===== src/rtl/dino_game_ctrl.sv =====
// Dino game controller: start-edge detect, collision filter, IDLE/RUN/OVER FSM, score.
// Optional high_score register and port behind DINO_HIGH_SCORE_EN.
module dino_game_ctrl #(
    parameter int X_W        = 8,
    parameter int DINO_X     = 16,
    parameter int DINO_W     = 8,
    parameter int OBST_W     = 6,
    parameter int CLEAR_Y    = 40,
    parameter int HIT_FILTER = 2,
    parameter int SCORE_W    = 16
) (
    input  logic               CLK,
    input  logic               RST_N,
    input  logic               button_start,
    input  logic               tick,
    input  logic [5:0]         dinosaur_height,
    input  logic               obstacle_valid,
    input  logic [X_W-1:0]     obstacle_x,
    output logic               game_status,
    output logic               game_over,
`ifdef DINO_HIGH_SCORE_EN
    output logic [SCORE_W-1:0] high_score,
`endif
    output logic [SCORE_W-1:0] score
);

    typedef enum logic [1:0] {
        IDLE = 2'd0,
        RUN  = 2'd1,
        OVER = 2'd2
    } state_t;

    localparam logic [X_W:0]         OBST_W_X = (X_W+1)'(OBST_W);
    localparam logic [X_W:0]         LEFT_X   = (X_W+1)'(DINO_X);
    localparam logic [X_W:0]         RIGHT_X  = (X_W+1)'(DINO_X + DINO_W);
    localparam logic [5:0]           CLEAR_H  = 6'(CLEAR_Y);
    localparam logic [3:0]           FILT     = 4'(HIT_FILTER);
    localparam logic [SCORE_W-1:0]   SC_MAX   = {SCORE_W{1'b1}};

    state_t               state_q, state_d;
    logic [SCORE_W-1:0]   score_q, score_d;
    logic [3:0]           hit_cnt_q, hit_cnt_d;
    logic [3:0]           hit_inc;
    logic                 start_q;
    logic                 game_status_q, game_status_d;
    logic                 game_over_q, game_over_d;
    logic                 start_edge;
    logic [X_W:0]         ox_ext;
    logic                 overlap;
    logic                 hit;

    // One bit of headroom so obstacle_x + OBST_W cannot wrap near max x
    assign ox_ext     = {1'b0, obstacle_x};
    assign overlap    = ((ox_ext + OBST_W_X) > LEFT_X) && (ox_ext < RIGHT_X);
    assign hit        = obstacle_valid && overlap && (dinosaur_height > CLEAR_H);
    assign start_edge = button_start & ~start_q;
    assign hit_inc    = hit_cnt_q + 4'd1;

    always_comb begin
        state_d   = state_q;
        score_d   = score_q;
        hit_cnt_d = hit_cnt_q;
        unique case (state_q)
            IDLE: begin
                if (start_edge) begin
                    state_d   = RUN;
                    score_d   = '0;
                    hit_cnt_d = '0;
                end
            end
            RUN: begin
                if (tick) begin
                    if (hit) begin
                        hit_cnt_d = hit_inc;
                        if (hit_inc == FILT) begin
                            state_d = OVER;
                        end
                    end else begin
                        hit_cnt_d = '0;
                        if (score_q != SC_MAX) begin
                            score_d = score_q + 1'b1;
                        end
                    end
                end
            end
            OVER: begin
                if (start_edge) begin
                    state_d   = RUN;
                    score_d   = '0;
                    hit_cnt_d = '0;
                end
            end
            default: begin
                state_d   = IDLE;
                score_d   = '0;
                hit_cnt_d = '0;
            end
        endcase
        game_status_d = (state_d == RUN);
        game_over_d   = (state_d == OVER);
    end

`ifdef DINO_HIGH_SCORE_EN
    logic [SCORE_W-1:0] high_score_q, high_score_d;

    always_comb begin
        high_score_d = high_score_q;
        if ((state_q == RUN) && (state_d == OVER) && (score_q > high_score_q)) begin
            high_score_d = score_q;
        end
    end

    always_ff @(posedge CLK or negedge RST_N) begin
        if (!RST_N) begin
            high_score_q <= '0;
        end else begin
            high_score_q <= high_score_d;
        end
    end

    assign high_score = high_score_q;
`endif

    always_ff @(posedge CLK or negedge RST_N) begin
        if (!RST_N) begin
            state_q       <= IDLE;
            score_q       <= '0;
            hit_cnt_q     <= '0;
            start_q       <= 1'b0;
            game_status_q <= 1'b0;
            game_over_q   <= 1'b0;
        end else begin
            state_q       <= state_d;
            score_q       <= score_d;
            hit_cnt_q     <= hit_cnt_d;
            start_q       <= button_start;
            game_status_q <= game_status_d;
            game_over_q   <= game_over_d;
        end
    end

    assign game_status = game_status_q;
    assign game_over   = game_over_q;
    assign score       = score_q;

endmodule

===== config.mk =====
export PLATFORM = sky130hd
export DESIGN_NAME = dino_game_ctrl
export DESIGN_NICKNAME = d
export VERILOG_FILES = /design/src/rtl/dino_game_ctrl.sv
export SDC_FILE = /design/constraint.sdc
export NUM_CORES = 1
export LEC_CHECK = 0
export ABC_AREA = 1
export BUFFER_PORTS_ARGS = -buffer_cell sky130_fd_sc_hd__buf_2
export CAP_MARGIN = 0
export CORE_MARGIN = 1
export CORE_UTILIZATION = 54
export DETAILED_ROUTE_END_ITERATION = 8
export PLACE_DENSITY = 0.8
export SLEW_MARGIN = 20
export SYNTH_ARGS = -nofsm -noshare
export SYNTH_HDL_FRONTEND = slang
export SYNTH_SLANG_ARGS = --single-unit

===== constraint.sdc =====
create_clock -name CLK -period 2.1 [get_ports CLK]
set_input_delay 0 -clock CLK [delete_from_list [all_inputs] [get_ports CLK]]
set_output_delay 0 -clock CLK [all_outputs]
set_load 0.02 [all_outputs]

==> parameters.txt <==
Parameter                              Value

Placement
  Post-DP HPWL ... between 2000 and 3000 µm
  Number of I/O port buffers ... 36
  Global placer's final weighted congestion ... 0.904
  Placement-stage cell area ... 1860 µm²

Setup path
  Top fanout value on the critical path ... 11
  Data required time of the worst path ... 2.37 ns
  Critical-path cell list ... ha_1, nand2_1, nor2_4, nand3b_2, nor2_4, nor2_4, buf_4, nand3_1, nand2_1
  Data arrival time of the critical path ... between 2 and 2.5 ns
  Buf+Inv Stages, Crit Path ... 1
  Startpoint type of the worst setup path ... flop
  Worst path max stage delay ... 0.47 ns
  Most common cell type on the critical path ... sky130_fd_sc_hd__nor2_4
  Top cell family by delay on the critical path ... simple AND/OR/NAND/NOR gates
  CP max-delay cell ... sky130_fd_sc_hd__dfrtp_1
  Crit. End Element ... flop
  Path type of the worst setup path ... flop to flop

Synth
  Complex-gate fraction of the synthesized area ... 0.0295
  Most instantiated cells after synthesis ... sky130_fd_sc_hd__nand2_1 (86), sky130_fd_sc_hd__nor2_1 (39), sky130_fd_sc_hd__nand3_1 (26)
  Cell with the most instances after synthesis ... sky130_fd_sc_hd__nand2_1
  Net Count, Synth ... approximately 270
  Post-Syn Instances ... approximately 240
  Post-synthesis area per instance ... around 6.8 µm²
  Combinational family with the most area after synthesis ... simple AND/OR/NAND/NOR gates
  Number of synthesized register bits ... 25
  Share of the synthesized netlist area taken by xor and xnor gates ... 0.0370
  Ys flop type ... sky130_fd_sc_hd__dfrtp_1
  Share of async-settable or async-resettable flops after synthesis ... 1.00
  Simple-gate area share of the yosys netlist ... 0.458
  Top post-synthesis cells by area ... sky130_fd_sc_hd__dfrtp_1 (38%), sky130_fd_sc_hd__nand2_1 (20%), sky130_fd_sc_hd__nor2_1 (8.8%)
  Number of enable flip-flop cells after synthesis ... 0
  Summed instance area of the synthesized netlist ... roughly 1700 µm²
  Yosys warning count ... 0
  Fraction of synthesized area in multiplexers ... 0
  Post-Synth Adder-Cell Area ... 0.0302
  Distinct cells, synth ... 25
  Sequential fraction of the synthesis area ... 0.378
  Synth top area share ... 0.378
  Library cell occupying the most area in the post-synthesis netlist ... sky130_fd_sc_hd__dfrtp_1

Timing
  Final period demand of the worst path ... 1.81 ns
  Setup violators final ... 0
  Actual slew at the worst max-slew pin ... roughly 0.56 ns
  Fmax ... 552 MHz
  Final-layout worst hold slack ... just under 0.07 ns
  Setup clock skew after layout ... 0.00590 ns
  Final Max Slew Viols ... 0
  Unrepaired setup endpoints after global routing ... no
  Slew headroom ... 0.624
  Final hold viol count ... 0
  Part of the cycle the worst path needs ... 0.863
  Total negative slack ... 0 ns

Global routing
  Global-route wire length before repair ... roughly 6400 µm
  Met2 GRT Util ... 0.414
  Met1 usage ... 0.343
  Largest net degree at the start of global routing ... 26
  GRT met3 Usage ... 0.0227
  Global route hottest layer ... met2
  Vias in the first global route ... around 1,500
  Remaining global-route overflow ... 0
  Number of antenna violations at the first check in global routing ... 0
  Overall global routing resource usage ... 0.250

Routing
  Drc violations ... 6
  Routed len/inst ... roughly 12 µm
  DRT iter0 DRCs ... 85
  DR pass1 iterations ... 6
  Detailed Route WL ... approximately 3600 µm
  Detailed-route vias per instance ... between 5 and 6
  Antenna Violating Nets Remaining ... 0
  Total via count after detailed routing ... about 1,600

Power and ir drop
  Peak supply drop ... 0.202 mV
  Cell internal pwr ... 0.000709 W
  Clock group share of total power ... 0.199
  Part of the power in combinational logic ... 0.266
  Total power after layout ... 0.00110 W
  Switching power ... 0.000394 W
  Fraction of power spent switching nets ... 0.357
  Leakage dissipation ... roughly 1.0 nW
  Pwr per Cell Area ... approximately 580 nW/µm²
  Register share of total power ... 0.535

Final layout
  Final nets ... 308
  Final core utilization ... 0.675
  Share of cells above drive strength 1 ... 0.183
  Post-route design area ... around 1900 µm²
  Fill cells ... 244
  Area growth syn-to-layout ... 15.4%
  Ant diodes ... 0

Floorplan
  Horizontal extent of the die ... 57.4 µm
  I/O Pins ... 37
  Area of the core ... 2830 µm²
  Starting density of the core ... 0.585
  Site Rows ... 19
  Die Area ... around 3300 µm²
  Chip height ... roughly 57 µm

Clock network
  Clock buffer depth ... 2
  Num CTS Buffers ... 3
  Clock latency at the later pin of the worst-skew pair ... 0.32 ns
  Clock tree root buffer cell ... sky130_fd_sc_hd__clkbuf_4
  Count of instances resized after the clock tree is built ... 0
  # Post-CTS Setup Buffers ... 0
  Clock transition at the register clock pins on the worst setup and hold paths after CTS ... between 0.1 and 0.15 ns
  Count of hold buffers inserted by post-cts repair ... 2
  CTS H-Tree Depth ... 1
  Sink count of the clock tree ... 25
  Clock tree from TritonCTS ... built

Hold path
  Worst min-delay path class ... input port to flop

Run status
  Result of the run ... complete, but fails checks
  Violated checks ... design-rule violations

Run
  Max-capacitance violation count ... 0
layout by cell type, fill, tap and decap left out, types with 4 or more instances in the layout:
master                    count
sky130_fd_sc_hd__nor2_1      39
sky130_fd_sc_hd__nand4_1      7
sky130_fd_sc_hd__dfrtp_1     25
sky130_fd_sc_hd__xnor2_1      4
sky130_fd_sc_hd__ha_1         4
sky130_fd_sc_hd__inv_1       21
sky130_fd_sc_hd__buf_2       36
sky130_fd_sc_hd__nand3_1     26
sky130_fd_sc_hd__o21ai_0      5
sky130_fd_sc_hd__nand2_1     86
tightest hold or removal path, stage by stage:
cell	delay (ns)
sky130_fd_sc_hd__buf_2	0.10
sky130_fd_sc_hd__o21ai_2	0.12
sky130_fd_sc_hd__nand2_1	0.07
sky130_fd_sc_hd__o21ai_0	0.07
area by class of cell:
class	instances	area, µm²	share of cell area
multi-input combinational	192	918	0.481
timing repair buffer	40	215	0.113
sequential	25	626	0.327
clock buffer	4	26.3	0.0138
tap	31	38.8	0.0203
inverter	23	86.3	0.0452
flip-flops by register name, summed over array words and instances, names as in the netlist:
name and cells:
start_q 1, game_status 1, game_over 1, hit_cnt_q 4, state_q 2, score 16
path summary, 6_finish.rpt:
check | from | end | slack [ns] | cells after the start
min in group asynchronous | RST_N | score[3]$_DFFE_PN0P_ | 0.18 | 2
max in group asynchronous | RST_N | hit_cnt_q[1]$_DFFE_PN0P_ | 1.54 | 2
worst max register to register | score[0]$_DFFE_PN0P_ | score[2]$_DFFE_PN0P_ | 0.29 | 9
worst max-delay path | score[0]$_DFFE_PN0P_ | score[2]$_DFFE_PN0P_ | 0.29 | 9
worst min register to register | hit_cnt_q[3]$_DFFE_PN0P_ | hit_cnt_q[3]$_DFFE_PN0P_ | 0.54 | 2
worst min-delay path | tick | hit_cnt_q[0]$_DFFE_PN0P_ | 0.07 | 4
logic make-up (layout without fill, tap and decap cells):
logic type	after synthesis	count (layout)
adder cells (fa/ha/maj)	4	4
flip-flops	25	25
AND/OR/NAND/NOR	172	172
AO/OA/AOI/OAI	9	9
XOR/XNOR	7	7
buffers and inverters	27	67
per-layer routing:
metal / wire [µm] / vias up
met3: 246 / 5
met5: 0 / -
li1: - / 851
met2: 1660 / 61
met4: 43 / 0
met1: 1680 / 718
power by group through the flow:
stage	Sequential, W	Clock, W	Combinational [W]
after floorplan	0.000628	0	0.000153
after global placement	0.000596	0	0.000286
after detailed placement	0.000599	0	0.000293
after CTS	0.000589	0.000223	0.000297
after global routing	0.000600	0.000243	0.000333
final	0.000590	0.000220	0.000293
through the flow:
step,instances,worst slack [ns]
after global routing,315,0.105
after floorplan,244,0.349
after CTS,315,0.289
after detailed placement,309,0.316
after global placement,309,0.381
final,315,0.287
Note: power is estimated with default switching activity, not from simulation.
